File: src/rtl/vdc_cpu_port_master.sv
// CPU-side bus initiator for the HuC6270 VDC register port.
// A single-cycle register request becomes a sequence of byte accesses:
// an optional address-register write (A=00), then the data LSB (A=10) and
// data MSB (A=11), or a single status read (A=00).
// Each access is SETUP, then STROBE (stretched by BUSY_n), then HOLD.
module vdc_cpu_port_master #(
    parameter int STROBE_CYCLES = 2,
    parameter int BUSY_TIMEOUT  = 255,
    parameter int SKIP_AR       = 1
) (
    input  logic        clock,
    input  logic        reset_n,
    input  logic        req_valid,
    output logic        req_ready,
    input  logic [1:0]  req_op,
    input  logic [4:0]  req_reg,
    input  logic [15:0] req_wdata,
    output logic        rsp_valid,
    output logic        rsp_err,
    output logic [15:0] rsp_rdata,
    output logic        CS_n,
    output logic        WR_n,
    output logic        RD_n,
    output logic [1:0]  A,
    output logic [7:0]  D_out,
    output logic        D_oe,
    input  logic [7:0]  D_in,
    input  logic        BUSY_n,
    output logic        EX_8_16
);

    localparam int SCW = (STROBE_CYCLES > 1) ? $clog2(STROBE_CYCLES) : 1;
    localparam logic [SCW-1:0] STR_LAST = SCW'(STROBE_CYCLES - 1);
    localparam logic [7:0]     EXT_MAX  = 8'(BUSY_TIMEOUT);

    typedef enum logic [1:0] {ST_IDLE, ST_SETUP, ST_STROBE, ST_HOLD} state_t;
    typedef enum logic [1:0] {PH_ADDR, PH_LO, PH_HI, PH_STAT} phase_t;

    state_t         state_q, state_d;
    phase_t         phase_q, phase_d;
    logic           is_write_q, is_write_d;
    logic [4:0]     reg_q, reg_d;
    logic [15:0]    wdata_q, wdata_d;
    logic [15:0]    rdata_q, rdata_d;
    logic [SCW-1:0] str_cnt_q, str_cnt_d;
    logic [7:0]     ext_cnt_q, ext_cnt_d;
    logic           tmo_q, tmo_d;
    logic           ar_valid_q, ar_valid_d;
    logic [4:0]     ar_q, ar_d;
    logic           rsp_valid_q, rsp_valid_d;
    logic           rsp_err_q, rsp_err_d;
    logic [15:0]    rsp_rdata_q, rsp_rdata_d;

    logic min_done;
    logic strobe_exit;
    logic last_phase;
    logic ar_hit;
    logic access_write;

    // Strobe may only end after the minimum width, then only when the VDC is
    // ready or the busy extension has reached its limit.
    assign min_done    = (str_cnt_q == STR_LAST);
    assign strobe_exit = (state_q == ST_STROBE) && min_done &&
                         (BUSY_n || (ext_cnt_q == EXT_MAX));
    assign last_phase  = (phase_q == PH_HI) || (phase_q == PH_STAT);
    assign ar_hit      = (SKIP_AR != 0) && ar_valid_q && (ar_q == req_reg);
    // The address-register access is always a write; data phases follow the op.
    assign access_write = (phase_q == PH_ADDR) ||
                          (is_write_q && ((phase_q == PH_LO) || (phase_q == PH_HI)));

    // State register
    always_ff @(posedge clock or negedge reset_n) begin
        if (!reset_n) begin
            state_q <= ST_IDLE;
        end else begin
            state_q <= state_d;
        end
    end

    // Next-state logic: SETUP -> STROBE -> HOLD per access, chaining phases
    always_comb begin
        state_d = state_q;
        case (state_q)
            ST_IDLE:   if (req_valid) state_d = ST_SETUP;
            ST_SETUP:  state_d = ST_STROBE;
            ST_STROBE: if (strobe_exit) state_d = ST_HOLD;
            ST_HOLD:   state_d = (last_phase || tmo_q) ? ST_IDLE : ST_SETUP;
            default:   state_d = ST_IDLE;
        endcase
    end

    // Bus outputs decoded from state and phase; everything idles while in IDLE
    always_comb begin
        CS_n  = (state_q == ST_IDLE);
        WR_n  = 1'b1;
        RD_n  = 1'b1;
        A     = 2'b00;
        D_oe  = 1'b0;
        D_out = 8'h00;
        if (state_q != ST_IDLE) begin
            case (phase_q)
                PH_ADDR: A = 2'b00;
                PH_LO:   A = 2'b10;
                PH_HI:   A = 2'b11;
                default: A = 2'b00;
            endcase
            if (access_write) begin
                D_oe = 1'b1;
                case (phase_q)
                    PH_ADDR: D_out = {3'b000, reg_q};
                    PH_LO:   D_out = wdata_q[7:0];
                    PH_HI:   D_out = wdata_q[15:8];
                    default: D_out = 8'h00;
                endcase
            end
            if (state_q == ST_STROBE) begin
                WR_n = !access_write;
                RD_n = access_write;
            end
        end
    end

    // Datapath next state: request latch, strobe counters, read capture,
    // AR cache maintenance and response generation
    always_comb begin
        phase_d     = phase_q;
        is_write_d  = is_write_q;
        reg_d       = reg_q;
        wdata_d     = wdata_q;
        rdata_d     = rdata_q;
        str_cnt_d   = str_cnt_q;
        ext_cnt_d   = ext_cnt_q;
        tmo_d       = tmo_q;
        ar_valid_d  = ar_valid_q;
        ar_d        = ar_q;
        rsp_valid_d = 1'b0;
        rsp_err_d   = rsp_err_q;
        rsp_rdata_d = rsp_rdata_q;
        case (state_q)
            ST_IDLE: begin
                if (req_valid) begin
                    is_write_d = (req_op == 2'b00);
                    reg_d      = req_reg;
                    wdata_d    = req_wdata;
                    rdata_d    = 16'h0000;
                    tmo_d      = 1'b0;
                    // Reserved op 11 behaves as a status read.
                    if (req_op[1])   phase_d = PH_STAT;
                    else if (ar_hit) phase_d = PH_LO;
                    else             phase_d = PH_ADDR;
                end
            end
            ST_SETUP: begin
                str_cnt_d = '0;
                ext_cnt_d = 8'h00;
            end
            ST_STROBE: begin
                if (strobe_exit) begin
                    tmo_d = !BUSY_n;
                    if (!access_write) begin
                        case (phase_q)
                            PH_LO:   rdata_d[7:0]  = D_in;
                            PH_HI:   rdata_d[15:8] = D_in;
                            PH_STAT: rdata_d       = {8'h00, D_in};
                            default: rdata_d       = rdata_q;
                        endcase
                    end
                end else if (!min_done) begin
                    str_cnt_d = str_cnt_q + 1'b1;
                end else begin
                    ext_cnt_d = ext_cnt_q + 8'h01;
                end
            end
            ST_HOLD: begin
                if (tmo_q) begin
                    ar_valid_d = 1'b0;
                end else if (phase_q == PH_ADDR) begin
                    ar_valid_d = 1'b1;
                    ar_d       = reg_q;
                end
                if (last_phase || tmo_q) begin
                    rsp_valid_d = 1'b1;
                    rsp_err_d   = tmo_q;
                    rsp_rdata_d = rdata_q;
                end else if (phase_q == PH_ADDR) begin
                    phase_d = PH_LO;
                end else begin
                    phase_d = PH_HI;
                end
            end
            default: ;
        endcase
    end

    // Datapath registers
    always_ff @(posedge clock or negedge reset_n) begin
        if (!reset_n) begin
            phase_q     <= PH_ADDR;
            is_write_q  <= 1'b0;
            reg_q       <= 5'h00;
            wdata_q     <= 16'h0000;
            rdata_q     <= 16'h0000;
            str_cnt_q   <= '0;
            ext_cnt_q   <= 8'h00;
            tmo_q       <= 1'b0;
            ar_valid_q  <= 1'b0;
            ar_q        <= 5'h00;
            rsp_valid_q <= 1'b0;
            rsp_err_q   <= 1'b0;
            rsp_rdata_q <= 16'h0000;
        end else begin
            phase_q     <= phase_d;
            is_write_q  <= is_write_d;
            reg_q       <= reg_d;
            wdata_q     <= wdata_d;
            rdata_q     <= rdata_d;
            str_cnt_q   <= str_cnt_d;
            ext_cnt_q   <= ext_cnt_d;
            tmo_q       <= tmo_d;
            ar_valid_q  <= ar_valid_d;
            ar_q        <= ar_d;
            rsp_valid_q <= rsp_valid_d;
            rsp_err_q   <= rsp_err_d;
            rsp_rdata_q <= rsp_rdata_d;
        end
    end

    assign req_ready = (state_q == ST_IDLE);
    assign rsp_valid = rsp_valid_q;
    assign rsp_err   = rsp_err_q;
    assign rsp_rdata = rsp_rdata_q;
    assign EX_8_16   = 1'b1;

endmodule

File: config.mk
export PLATFORM = sky130hd
export DESIGN_NAME = vdc_cpu_port_master
export DESIGN_NICKNAME = d
export VERILOG_FILES = /design/src/rtl/vdc_cpu_port_master.sv
export SDC_FILE = /design/constraint.sdc
export NUM_CORES = 1
export LEC_CHECK = 0
export CORE_MARGIN = 2
export CORE_UTILIZATION = 35
export DETAILED_ROUTE_END_ITERATION = 10
export GPL_ROUTABILITY_DRIVEN = 1
export PLACE_DENSITY_LB_ADDON = 0.1
export SETUP_SLACK_MARGIN = 0.5
export SLEW_MARGIN = 20
export SYNTH_ARGS = -nofsm -noshare
export SYNTH_HDL_FRONTEND = slang
export SYNTH_SLANG_ARGS = --single-unit
File: constraint.sdc
create_clock -name clock -period 2.56 [get_ports clock]
set_clock_uncertainty 0.2 [all_clocks]
set_input_delay 0.384 -clock clock [delete_from_list [all_inputs] [get_ports clock]]
set_output_delay 0.384 -clock clock [all_outputs]
set_load 0.01 [all_outputs]
* Word-level counts from Yosys, hierarchy flattened
Cells that the tools add are included.
Cells by class: magnitude comparators 0, shift operators 0, $mul 0, bitwise operators 1, div/mod/pow operators 0, muxes and demuxes 40, add/sub/neg operators 2, reductions and logical operators 31, eq/ne operators 16
Operators with widths (number):
- $mux 16 | 3
- $mux 8 | 5
- $pmux 16 s2 | 1
- $pmux 8 s2 | 2
- $pmux 8 s3 | 1
- $mux 1 | 16
- $mux 2 | 7
- $ne 2x2->1 const B | 7
- $reduce_and 3->1 | 4
- $reduce_and 2->1 | 5
- $reduce_and 5->1 | 2
- $reduce_bool 2->1 | 5
- $add 8x1->8 const B | 1
- $eq 2x2->1 const B | 4
- $eq 8x8->1 const B | 1
- $pmux 2 s2 | 2
- $pmux 2 s4 | 1
- $logic_not 2->1 | 3
- $eq 5x5->1 | 1
- $logic_or 1x1->1 | 5
- $eq 2x1->1 const B | 2
- $logic_and 1x1->1 | 4
- $pmux 1 s2 | 2
- $ne 3x1->1 const B | 1
- other kinds (4) | 5
Storage, ports and cells: logic and storage cells 105, output and inout bits 34, bits in writable memories 0, memories 0, ROM bits 0, flip-flop bits (word level) 76, bits in latches 0, bits of input ports 35

* Longest topological paths before layout
Gate-level depths: netlist (run 1).
depth after elaboration 7, gate-level depth with buffers 9, gate-level depth less buffers 8

* Least setup slack after synthesis (run 1)
Ideal clock, no wire load.
path type flip-flop to output port, start point register state_q[0], end point output port D_out[0], path slack 0.351 ns, arrival 1.625 ns, cell stages (with the launch flop) 7, cell sequence dfrtp_1 -> inv_1 -> ha_1 -> clkbuf_1 -> or3_1 -> clkbuf_1 -> nor2_1
Between the ends: longest elaborated chain between the ends 2
RTL lines:
- from (decl) | line 39 | state_t state_q, state_d;
- from (signal assigned) | line 76 | state_q <= state_d;
- $reduce_bool 2->1 | line 100 | if (state_q != ST_IDLE) begin
- $mux 8 | line 100
- to (decl) | line 25 | output logic [7:0] D_out,
Every way passes these cells.

* Final worst setup path (run 1)
start point register phase_q[0], end point output port D_out[4]
Between the ends: longest elaborated chain between the ends 6, elaborated cells between the ends (all ways) 9, those cells by class 2 x eq/ne; 3 x mux; 4 x reduce/logical
RTL lines:
- from (decl) | line 40 | phase_t phase_q, phase_d;
- from (signal assigned) | line 212 | phase_q <= phase_d;
- $eq 2x1->1 or $eq 2x2->1 (tied branches) | line 69, 109
- $logic_or 1x1->1 | line 69 | (is_write_q && ((phase_q == PH_LO) || (phase_q == PH_HI)));
- $logic_and 1x1->1 | line 69
- $logic_or 1x1->1 | line 68 | assign access_write = (phase_q == PH_ADDR) ||
- $mux 8 (*) | line 107 | if (access_write) begin
- $mux 8 (*) | line 100
Mark *: on every way between the ends. The rest lies on a longest branch, timed or not.

==> results of run 1 <==
==> power by group <==
group / internal (mW) / switching, mW
Combinational: 1.31 / 1.16
Sequential: 1.66 / 0.285
Clock: 0.654 / 0.469
Total: 3.62 / 1.91
==> final cells by class <==
class	count	area, um2	share of cell area [%]
Inverter	7	31.3	0.627
Multi-Input combinational cell	218	1710	34.3
Clock inverter	7	121	2.43
Sequential cell	76	1900	38.1
Timing Repair Buffer	91	933	18.7
Tap cell	133	166	3.34
Clock buffer	9	124	2.48
==> cells in the mapped netlist, types with 3 or more instances <==
cell type  instances  share of area (%)
buf_2              4               0.56
o21ai_0            6               0.85
a21oi_1            5               0.70
inv_1              6               0.63
xor2_1             6                1.5
or3_1              3               0.53
dfrtp_1           76                 54
a31oi_1            3               0.53
nand3b_1           3               0.63
nand2b_1           4               0.70
nand3_1            8                1.1
nor2_1            17                1.8
nand2_1           57                6.0
a22oi_1            3               0.63
o31ai_1            3               0.63
clkbuf_1           6               0.63
ha_1              10                3.5
a222oi_1           5                1.4
o211ai_1           3               0.63
a22o_1             9                2.2
mux2_2            35                 11
nor2b_1           11                1.9
==> sequential cells by signal (all words and copies together), names as in the netlist <==
| register | count |
|---|---|
| rsp_rdata | 16 |
| rsp_err | 1 |
| min_done | 1 |
| ar_q | 5 |
| reg_q | 5 |
| state_q | 2 |
| wdata_q | 16 |
| rdata_q | 16 |
| rsp_valid | 1 |
| tmo_q | 1 |
| ar_valid_q | 1 |
| phase_q | 2 |
| ext_cnt_q | 8 |
| is_write_q | 1 |
==> logic make-up after synthesis <==
family / count (synthesis) / share of synthesized area [%]
adder cells (fa/ha/maj): 10 / 3.52
XOR/XNOR: 8 / 1.97
other: 1 / 0.106
AND/OR/NAND/NOR: 116 / 15.9
buffers and inverters: 22 / 2.96
multiplexers: 36 / 11.4
flip-flops: 76 / 53.6
AO/OA/AOI/OAI: 47 / 10.6
==> metal layers <==
layer / vias to the layer above / track usage, % / wire length (um)
met5: - / 0 / 0
met4: 0 / 5.05 / 134
met3: 11 / 4.62 / 376
met2: 58 / 26.8 / 4030
met1: 1278 / 19.6 / 3580
li1: 1273 / - / -
==> worst max path at each step <==
stage                           to  cells after the start  slack [ps]  startpoint
after global placement    D_out[0]                      7          30  phase_q[0]
after detailed placement  D_out[0]                      7         -30  phase_q[0]
after CTS                 D_out[4]                      6          80  phase_q[0]
after global routing      D_out[2]                      6           2  phase_q[0]
after floorplan           D_out[0]                      6         500  state_q[0]
final                     D_out[4]                      7         100  phase_q[0]
==> metrics by stage <==
stage	power (mW)	utilization, %	std cells	hold slack [ps]
floorplan	3.34	-	316	-112
CTS	5.57	50.3	539	267
global placement	4.15	45.9	515	229
detailed placement	4.19	45.9	515	228
global route	5.94	50.8	541	291
finish	5.54	50.8	541	265
==> what timing repair did <==
| action | 4_1_cts | 5_1_grt |
|---|---|---|
| cloned | 1 | 0 |
| endpoints found under the hold margin | 42 | 0 |
| setup endpoints to repair | 49 | 53 |
| hold buffers | 1 | 0 |
| setup buffers | 6 | 2 |
| pin swaps | 11 | 12 |
| gates resized for setup | 78 | 10 |
==> critical path: cells and delay by family, from the launching register on <==
kind	cells	cell delay, ps
AO/OA/AOI/OAI	1	50
adder cells (fa/ha/maj)	1	270
buffers and inverters	3	350
flip-flops	1	420
AND/OR/NAND/NOR	2	450
==> results_dict.tcl, run 1 <==
set metrics [dict create \
    setup_viol 0 \
    yosysWarnings 0 \
    io_buffer_count 67 \
    gp_congestion 0.715 \
    postPlaceCellArea_mm2 0.00451 \
    final_area_mm2 0.00499 \
    peakVddDrop_mv 0.449 \
    grt_pass1_wl_um 13700 \
    reg2reg_depth 10 \
    gr-usage-all-layers_pct 15.9 \
    ys_async_sr_fraction_pct 100 \
    num-fill-cells 941 \
    holdPathStages 2 \
    boundaryPins 69 \
    reg2reg_slack_ps 370 \
    wire_per_inst_um 15.0 \
    grt_max_degree 44 \
    dp_slack_ps -26.5 \
    root_buffer "clkbuf_8" \
    max_slew_margin_pct 61.2 \
    core_mm2 0.00982 \
    num_vias 2620 \
    crit_path_cell_trace "inv_2 > ha_4 > a21oi_2 > or3_4 > buf_12 > nor2_4 > buf_6" \
    status "complete, no violations" \
    firstDrtPassIters 4 \
    period_needed_ps 2460 \
    hold_path_end "rsp_rdata[1]" \
    critical_path.max_stage_delay_ps 420 \
    p_leak_nw 2.24 \
    cts.clk_slew.worst_paths_ps 90 \
    netlist_instances 316 \
    area_growth_pct 40.5 \
    nets 448 \
    rsz0062_at_grt "yes" \
    synth.distinct_cells 49 \
    r2r_end "phase_q[0]" \
    syn_avg_cell_area_um2 11.2 \
    dieHeight_um 105 \
    worstMarginPinSlew_ps 582 \
    antenna_cells 0 \
    synth_nets 361 \
    worst-setup-path-type "reg2out" \
    cts_tree "yes" \
    ys.flop_type "dfrtp_1" \
    endpoint_kind "output port" \
    grt_overflow_total 0 \
    die_w_um 105 \
    drt_iter0_markers 87 \
    initial_utilization_pct 36.2 \
    fin_crit_sh_pct 96.2 \
    via_per_inst 4.84 \
    drc_errors 0 \
    synth_edf_count 0 \
    die_area_mm2 0.0110 \
    setup_tns_ps 0 \
    slowest_stage "dfrtp_1" \
    cp.arrival_ps 1880 \
    r2r_start "phase_q[0]" \
    final_cell_mix "dfrtp_1 (76), nand2_1 (57), clkdlybuf4s50_1 (51), mux2_2 (35), buf_4 (15)" \
    antenna_left 0 \
    rows 36 \
    hold_path_class "reg2reg" \
    mostFrequentLayoutCell "dfrtp_1" \
    syn_area_mm2 0.00355 \
    final-hold-violation-count 0 \
    power_density_mw_per_mm2 1110 \
    layout-drive-gt1-share_pct 29.7 \
    slew_violations 0 \
    cts_buffers 9 \
    critPathMaxFanout 8 \
    cts_buffer_depth 2 \
    clock_latency_ps 350 \
    yosysSeqAreaShare_pct 53.6 \
    fin_ws_ps 97.2 \
    cp-start-kind "flip-flop" \
    crit_required_ps 1980 \
    hold_start "rdata_q[1]" \
    antenna_found_initial 0 \
    routed_wl_um 8120 \
    hpwl_um 5630 \
    grt_pass1_vias 2678 \
    htreeDepth 3 \
    yosys_register_bits 76 \
    cts_sinks 76 \
    drv_cap 0 \
    max_freq_mhz 406 \
]
Power figures use the tool's default switching activity.
==> inputs of run 2 (changes only) <==
- clock period: 2.56 -> 3.15 ns (I/O delays scaled with it)
==> run 2 against run 1 <==
Count of clock-buffer cells in the layout unchanged. Via count shrank 2.1%. First-iteration DRC count fell by 5.7%. Wire length fell by 2.6%. Final area is 7.2% lower. Critical path type unchanged. Critical endpoint is now D_out[2].
==> results_dict.tcl, run 2 (same netlist as run 1, synthesis figures left out) <==
set metrics [dict create \
    drv_cap 0 \
    fin_crit_sh_pct 85.3 \
    mostFrequentLayoutCell "dfrtp_1" \
    antenna_cells 0 \
    postPlaceCellArea_mm2 0.00435 \
    nets 435 \
    peakVddDrop_mv 0.339 \
    max_freq_mhz 372 \
    hold_path_class "in2async" \
    drc_errors 0 \
    cp.arrival_ps 2010 \
    cts_buffers 9 \
    finalPower_mw 4.06 \
    root_buffer "clkbuf_8" \
    grt_pass1_vias 2709 \
    endpoint_kind "output port" \
    wire_per_inst_um 15.0 \
    gp_congestion 0.725 \
    critPathMaxFanout 8 \
    period_needed_ps 2690 \
    grt_pass1_wl_um 13500 \
    final_core_util_pct 47.1 \
    dp_slack_ps 408 \
    fin_ws_ps 464 \
    cts_sinks 76 \
    status "complete, no violations" \
    cp-start-kind "flip-flop" \
    max_slew_margin_pct 36.2 \
    gr-usage-all-layers_pct 15.5 \
    holdWs_ps 61.2 \
    die_w_um 105 \
    drt_iter0_markers 82 \
    crit_required_ps 2480 \
    clock_latency_ps 350 \
    io_buffer_count 67 \
    rows 36 \
    rsz0062_at_grt "yes" \
    slew_violations 0 \
    core_mm2 0.00982 \
    area_growth_pct 30.4 \
    critPathLaunch "phase_q[0]" \
    initial_utilization_pct 36.2 \
    firstDrtPassIters 4 \
    worstMarginPinSlew_ps 957 \
    final-hold-violation-count 0 \
    cts.clk_slew.worst_paths_ps 90 \
    final_cell_mix "dfrtp_1 (76), nand2_1 (57), clkdlybuf4s50_1 (53), mux2_2 (35), buf_4 (12)" \
    boundaryPins 69 \
    htreeDepth 3 \
    routed_wl_um 7900 \
    layout.cells.non_filler 528 \
    antenna_left 0 \
    setup_tns_ps 0 \
    placedCellCount 506 \
    worst-setup-path-type "reg2out" \
    setup_viol 0 \
    hpwl_um 5360 \
    power_density_mw_per_mm2 877 \
    hold_buffers 0 \
    slowest_stage "or3_4" \
    p_leak_nw 2.13 \
    layout-drive-gt1-share_pct 23.3 \
    die_area_mm2 0.0110 \
    r2r_start "state_q[1]" \
    cts_tree "yes" \
    antenna_found_initial 0 \
    num_vias 2565 \
    grt_overflow_total 0 \
    via_per_inst 4.86 \
    dieHeight_um 105 \
    grt_max_degree 77 \
    final_area_mm2 0.00463 \
    cts_buffer_depth 2 \
    critical_path.max_stage_delay_ps 490 \
    crit_path_cell_trace "inv_2 > ha_4 > a21oi_2 > or3_4 > nor2_1 > clkdlybuf4s15_2" \
]
-- run 2: cell count changes in the layout (fill, tap and decap cells not counted), sizes merged --
cell,previous run,this run
clkinvlp,0,1
inv,9,11
bufbuf,1,0
dlymetal6s2s,0,2
bufinv,3,1
buf,33,16
clkdlybuf4s50,51,53
clkbuf,9,11
dlygate4sd3,1,0
clkinv,2,1
-- run 2: where the power goes --
group,internal [mW],total [mW],switching (mW)
logic,0.874,1.70,0.831
registers,1.35,1.58,0.227
clock network,0.381,0.780,0.399
total,2.60,4.06,1.46
-- run 2: area by class of cell --
type,count,area [um2]
clock buffer,9,124
clock inverter,7,82.6
fill,975,5190
inverter,7,28.8
multi-input combinational,218,1600
sequential,76,1900
tap,133,166
timing repair buffer,78,724
-- run 2: what timing repair did --
item | CTS | global route
setup endpoints to repair | 13 | 10
resized for setup | 26 | 21
setup buffers | 4 | 2
pin swaps | 3 | 4
-- run 2: worst paths after layout --
check	to	slack, ps	cells past startpoint
max	D_out[2]	460	6
min	ext_cnt_q[5]	60	1
max reg2reg	rdata_q[8]	740	7
min reg2reg	rsp_rdata[4]	250	2
max in group asynchronous	wdata_q[0]	2070	1
min in group clock	rsp_rdata[4]	250	2
-- run 2: critical path, delay by kind of cell (launching register included) --
kind,cells,cell delay (ps)
fa+ha+maj,1,260
buf+inv,2,300
flops,1,400
compound gates,1,70
simple gates,2,620
-- run 2: per-layer routing --
| metal | share of wire [%] | wire [um] | track usage [%] | vias to the layer above |
|---|---|---|---|---|
| li1 | - | - | - | 1249 |
| met1 | 46 | 3600 | 20.0 | 1256 |
| met2 | 48 | 3820 | 25.6 | 50 |
| met3 | 4.6 | 360 | 3.37 | 10 |
| met4 | 1.5 | 121 | 5.71 | 0 |
| met5 | 0 | 0 | 0 | - |
==> inputs of run 3 (changes only) <==
- CAP_MARGIN: default -> 20
- HOLD_SLACK_MARGIN: default -> 0.02
==> results of run 3 <==
Same layout as run 2: the final DEF is identical, and so are final timing and power.
==> variant 1 (config.mk and constraints of run 1) <==
Reset style: synchronous (`reset_n`), changed in 2 clocked blocks.
--- a/src/rtl/vdc_cpu_port_master.sv
+++ b/src/rtl/vdc_cpu_port_master.sv
@@ -70,5 +70,5 @@
 
     // State register
-    always_ff @(posedge clock or negedge reset_n) begin
+    always_ff @(posedge clock) begin
         if (!reset_n) begin
             state_q <= ST_IDLE;
@@ -194,5 +194,5 @@
 
     // Datapath registers
-    always_ff @(posedge clock or negedge reset_n) begin
+    always_ff @(posedge clock) begin
         if (!reset_n) begin
             phase_q     <= PH_ADDR;
Function: differs if reset_n is asserted again (counterexample within 4 cycles, from zero or initial values and one cycle with reset_n low); with reset_n held inactive, the same outputs for 10 cycles.
==> variant 1 against run 1 <==
Wire length grew 2.4%; sequential cell count unchanged; setup slack worse by 0.0036 ns; utilization grew 0.56 points; area after synthesis fell by 6.7%; power down 25%; final area shrank 5.3%; largest power group unchanged.
==> variant 1: results (changes against run 1) <==
* Result of the run: complete, no violations
* Wire length per cell at 13.9 um (-7.2%)
* Register area share after synthesis at 0.459 (-0.0762)
* Drt total wl at 8.31 mm (+2.4%)
* Largest cells by area after synthesis: dfxtp_1 (46%), nand2_1 (11%), a21oi_1 (7.1%)
* Vias in the first global route at 2838 (+6.0%)
* Crit-path max cell delay at 0.34 ns (-0.08 ns)
* GRT Total Usage at 0.167 (+0.00782)
* Pleak at 1.75 nW (-22%)
* Drt pass-1 iters at 7 (+3)
* Hold Crit Start: rsp_rdata[1]$_SDFFE_PN0P_
* R2R setup slack at 0.30 ns (-0.07 ns)
* Critical-path top delay cell: dfxtp_2
* Initial DRC Count at 60 (-31%)
* Syn nets at 439 (+22%)
* Worst slew margin at 0.486 (-0.126)
* Layout cells sized above 1 at 0.202 (-0.0949)
* Final Wtd Congestion at 0.785 (+9.8%)
* Endpoint, Worst Hold: rsp_rdata[1]$_SDFFE_PN0P_
* NumNets Final at 526 (+17%)
* Syn Area/Cell at 8.41 um^2 (-25%)
* Async SR Flop Fraction at 0 (-1.00)
* Worst r2r src: phase_q[0]$_SDFFE_PN0P_
* First-pass GRT wire length at 13.6 mm (-0.95%)
* Fillers at 881 (-6.4%)
==> variant 1: logic make-up after synthesis <==
family,after synthesis,share of synthesized area
simple gates,163,0.216
compound gates,89,0.178
flops,76,0.459
buf+inv,33,0.0438
mux,14,0.0423
fa+ha+maj,10,0.0378
xor+xnor,8,0.0212
other cells,1,0.00113
==> variant 1: worst min-delay path: stages (launching register included) <==
cell	delay, ns
dfxtp_1	0.31
nand2_1	0.05
a21oi_1	0.05
==> variant 1: how the worst max path moves through the flow <==
stage | cells past startpoint | startpoint | slack (ns) | to
CTS | 8 | phase_q[0]$_SDFFE_PN0P_ | 0.08 | D_out[4]
global placement | 8 | phase_q[0]$_SDFFE_PN0P_ | 0.02 | D_out[0]
detailed placement | 8 | phase_q[0]$_SDFFE_PN0P_ | -0.02 | D_out[3]
finish | 8 | phase_q[0]$_SDFFE_PN0P_ | 0.09 | D_out[3]
floorplan | 7 | phase_q[1]$_SDFFE_PN0P_ | 0.51 | D_out[0]
global route | 8 | phase_q[0]$_SDFFE_PN0P_ | 0.04 | D_out[3]
==> variant 1: per-stage QoR <==
step	hold slack [ns]	setup TNS, ns	cell area [um^2]
after global placement	0.243	0	4260
after detailed placement	0.246	-0.0588	4260
after global routing	0.272	0	4720
final	0.253	0	4720
after floorplan	0.232	0	3390
after CTS	0.257	0	4610
==> variant 1: power by group <==
part	internal, mW	switching [mW]	leakage [nW]
clock	0.650	0.454	0.120
combinational	0.829	0.878	1.01
sequential	1.29	0.0746	0.618
total	2.77	1.41	1.75
==> variant 1: metal layers <==
metal  vias to the layer above  track usage  wire length (um)
met1                      1381        0.203              3800
met3                         9       0.0559               346
met4                         0       0.0478                65
met2                        53        0.282              4100
li1                       1521            -                 -
met5                         -            0                 0
==> variant 1: timing repair <==
action,4_1_cts,5_1_grt
pin swaps,13,9
hold buffers,0,0
buffers inserted,3,11
cloned,0,0
resized for setup,78,9
setup endpoints to repair,40,51
==> variant 1: cell type report <==
class                   count  area share
clock buffers              10      0.0270
inverters                   9     0.00715
multi-input cells         285       0.383
repair buffers            100       0.206
flip-flops and latches     76       0.323
clock inverters             6      0.0238
well taps                 111      0.0294
==> variant 2 (settings of run 1) <==
Without the edit above. Set the parameter `STROBE_CYCLES` to 4 (it was 2).
--- a/src/rtl/vdc_cpu_port_master.sv
+++ b/src/rtl/vdc_cpu_port_master.sv
@@ -5,5 +5,5 @@
 // Each access is SETUP, then STROBE (stretched by BUSY_n), then HOLD.
 module vdc_cpu_port_master #(
-    parameter int STROBE_CYCLES = 2,
+    parameter int STROBE_CYCLES = 4,
     parameter int BUSY_TIMEOUT  = 255,
     parameter int SKIP_AR       = 1
Function: changed (Yosys sat finds a counterexample within 10 cycles, from zero or initial values and one cycle with reset_n low).
==> variant 2 against run 1 <==
Non-clock buffer count rose by 12; critical path depth down 1; power grew 6.5%; final area grew 0.90%; setup slack better by 0.042 ns; die area fell by 0.82%; maximum frequency increased by 1.7%; sequential cell count is 1 higher; count of clock-buffer cells in the layout stayed put; clock power fell by 14%; via count is 1.9% higher; wire length fell by 0.54%; area after synthesis decreased by 0.85%; largest power group unchanged.
==> variant 2: results (changes against run 1) <==
* Largest cells by area after synthesis: dfrtp_1 (55%), mux2_2 (9.3%), nand2_1 (6.6%)
* Count of different cell masters after synthesis at 43 (-12%)
* Syn nets at 359 (-0.55%)
* Worst r2r src: state_q[1]$_DFFE_PN0P_
* Commonest cells post-synth: dfrtp_1 (77), nand2_1 (62), mux2_2 (29), a22o_1 (18), nor2_1 (15)
* Layout cells sized above 1 at 0.305 (+0.00892)
* Vias in the first global route at 2732 (+2.0%)
* Hold Crit Start: rdata_q[10]$_DFFE_PN0P_
* GRT Total Usage at 0.156 (-0.00305)
* First-pass GRT wire length at 13.6 mm (-0.90%)
* Endpoint, Worst Hold: rsp_rdata[10]$_DFFE_PN0P_
* Pin count of the biggest net entering global routing at 47 (+6.8%)
* Drt total wl at 8.07 mm (-0.54%)
* Result of the run: complete, no violations
* Reg2reg path depth at 9 (-1)
* Register area share after synthesis at 0.547 (+0.0117)
* Synth Area in Compound Gates at 0.125 (+0.0190)
* Maximum VDD drop at 0.000459 V (+2.2%)
* Routed vias/inst at 4.84 (-0.16%)
* Fillers at 919 (-2.3%)
* CP arrival at 1.84 ns (-0.04 ns)
* Multiplexer share of the synthesized area at 0.101 (-0.0125)
* NumNets Final at 460 (+2.7%)
* Worst reg2reg endpoint: rdata_q[15]$_DFFE_PN0P_
* Initial DRC Count at 88 (+1.1%)
variant 2: how the worst max path moves through the flow:
stage	startpoint	to	slack, ns	depth (start not counted)
detailed placement	phase_q[0]$_DFFE_PN0P_	D_out[6]	0.02	7
global route	phase_q[0]$_DFFE_PN0P_	D_out[1]	0.05	7
floorplan	state_q[0]$_DFFE_PN0P_	D_out[0]	0.50	6
finish	phase_q[0]$_DFFE_PN0P_	D_out[1]	0.14	6
CTS	phase_q[1]$_DFFE_PN0P_	D_out[0]	0.12	5
global placement	phase_q[0]$_DFFE_PN0P_	D_out[3]	0.06	7
variant 2: critical path, stage by stage (launching register included):
cell     delay, ns
dfrtp_1       0.40
buf_4         0.15
ha_1          0.20
or3_4         0.38
buf_12        0.16
nor2_4        0.08
buf_6         0.10
variant 2: logic make-up after synthesis:
family / count (synthesis)
xor+xnor: 6
simple gates: 109
mux: 32
fa+ha+maj: 11
other cells: 1
flops: 77
buf+inv: 21
compound gates: 56
variant 2: stage by stage:
step / cell area [um^2] / hold slack (ns) / setup WS, ns / std cells
final: 5030 / 0.274 / 0.139 / 552
after global routing: 5030 / 0.305 / 0.0454 / 552
after CTS: 4890 / 0.275 / 0.120 / 541
after detailed placement: 4540 / 0.168 / 0.0174 / 521
after global placement: 4540 / 0.160 / 0.0599 / 521
after floorplan: 3600 / -0.112 / 0.501 / 313
variant 2: final cells by class:
cell class	instances	area share
well taps	133	0.0331
repair buffers	103	0.196
inverters	8	0.00597
clock buffers	9	0.0246
flip-flops and latches	77	0.383
multi-input cells	215	0.341
clock inverters	7	0.0164
variant 2: report_power, final:
part	switching [mW]	total (mW)	internal (mW)
registers	0.310	2.02	1.71
logic	1.36	2.92	1.55
clock network	0.495	0.959	0.464
variant 2: timing repair:
item / in CTS / in global routing
pin swaps: 6 / 26
setup buffers: 3 / 11
hold buffers: 1 / 0
setup endpoints to repair: 36 / 33
resized for setup: 88 / 20
hold endpoints to repair: 31 / 0
variant 2: per-layer routing:
layer / GRT usage / up-vias / share of wire
li1: - / 1317 / -
met1: 0.201 / 1291 / 0.47
met2: 0.250 / 56 / 0.47
met3: 0.0526 / 5 / 0.049
met4: 0.0425 / 0 / 0.010
met5: 0 / - / 0
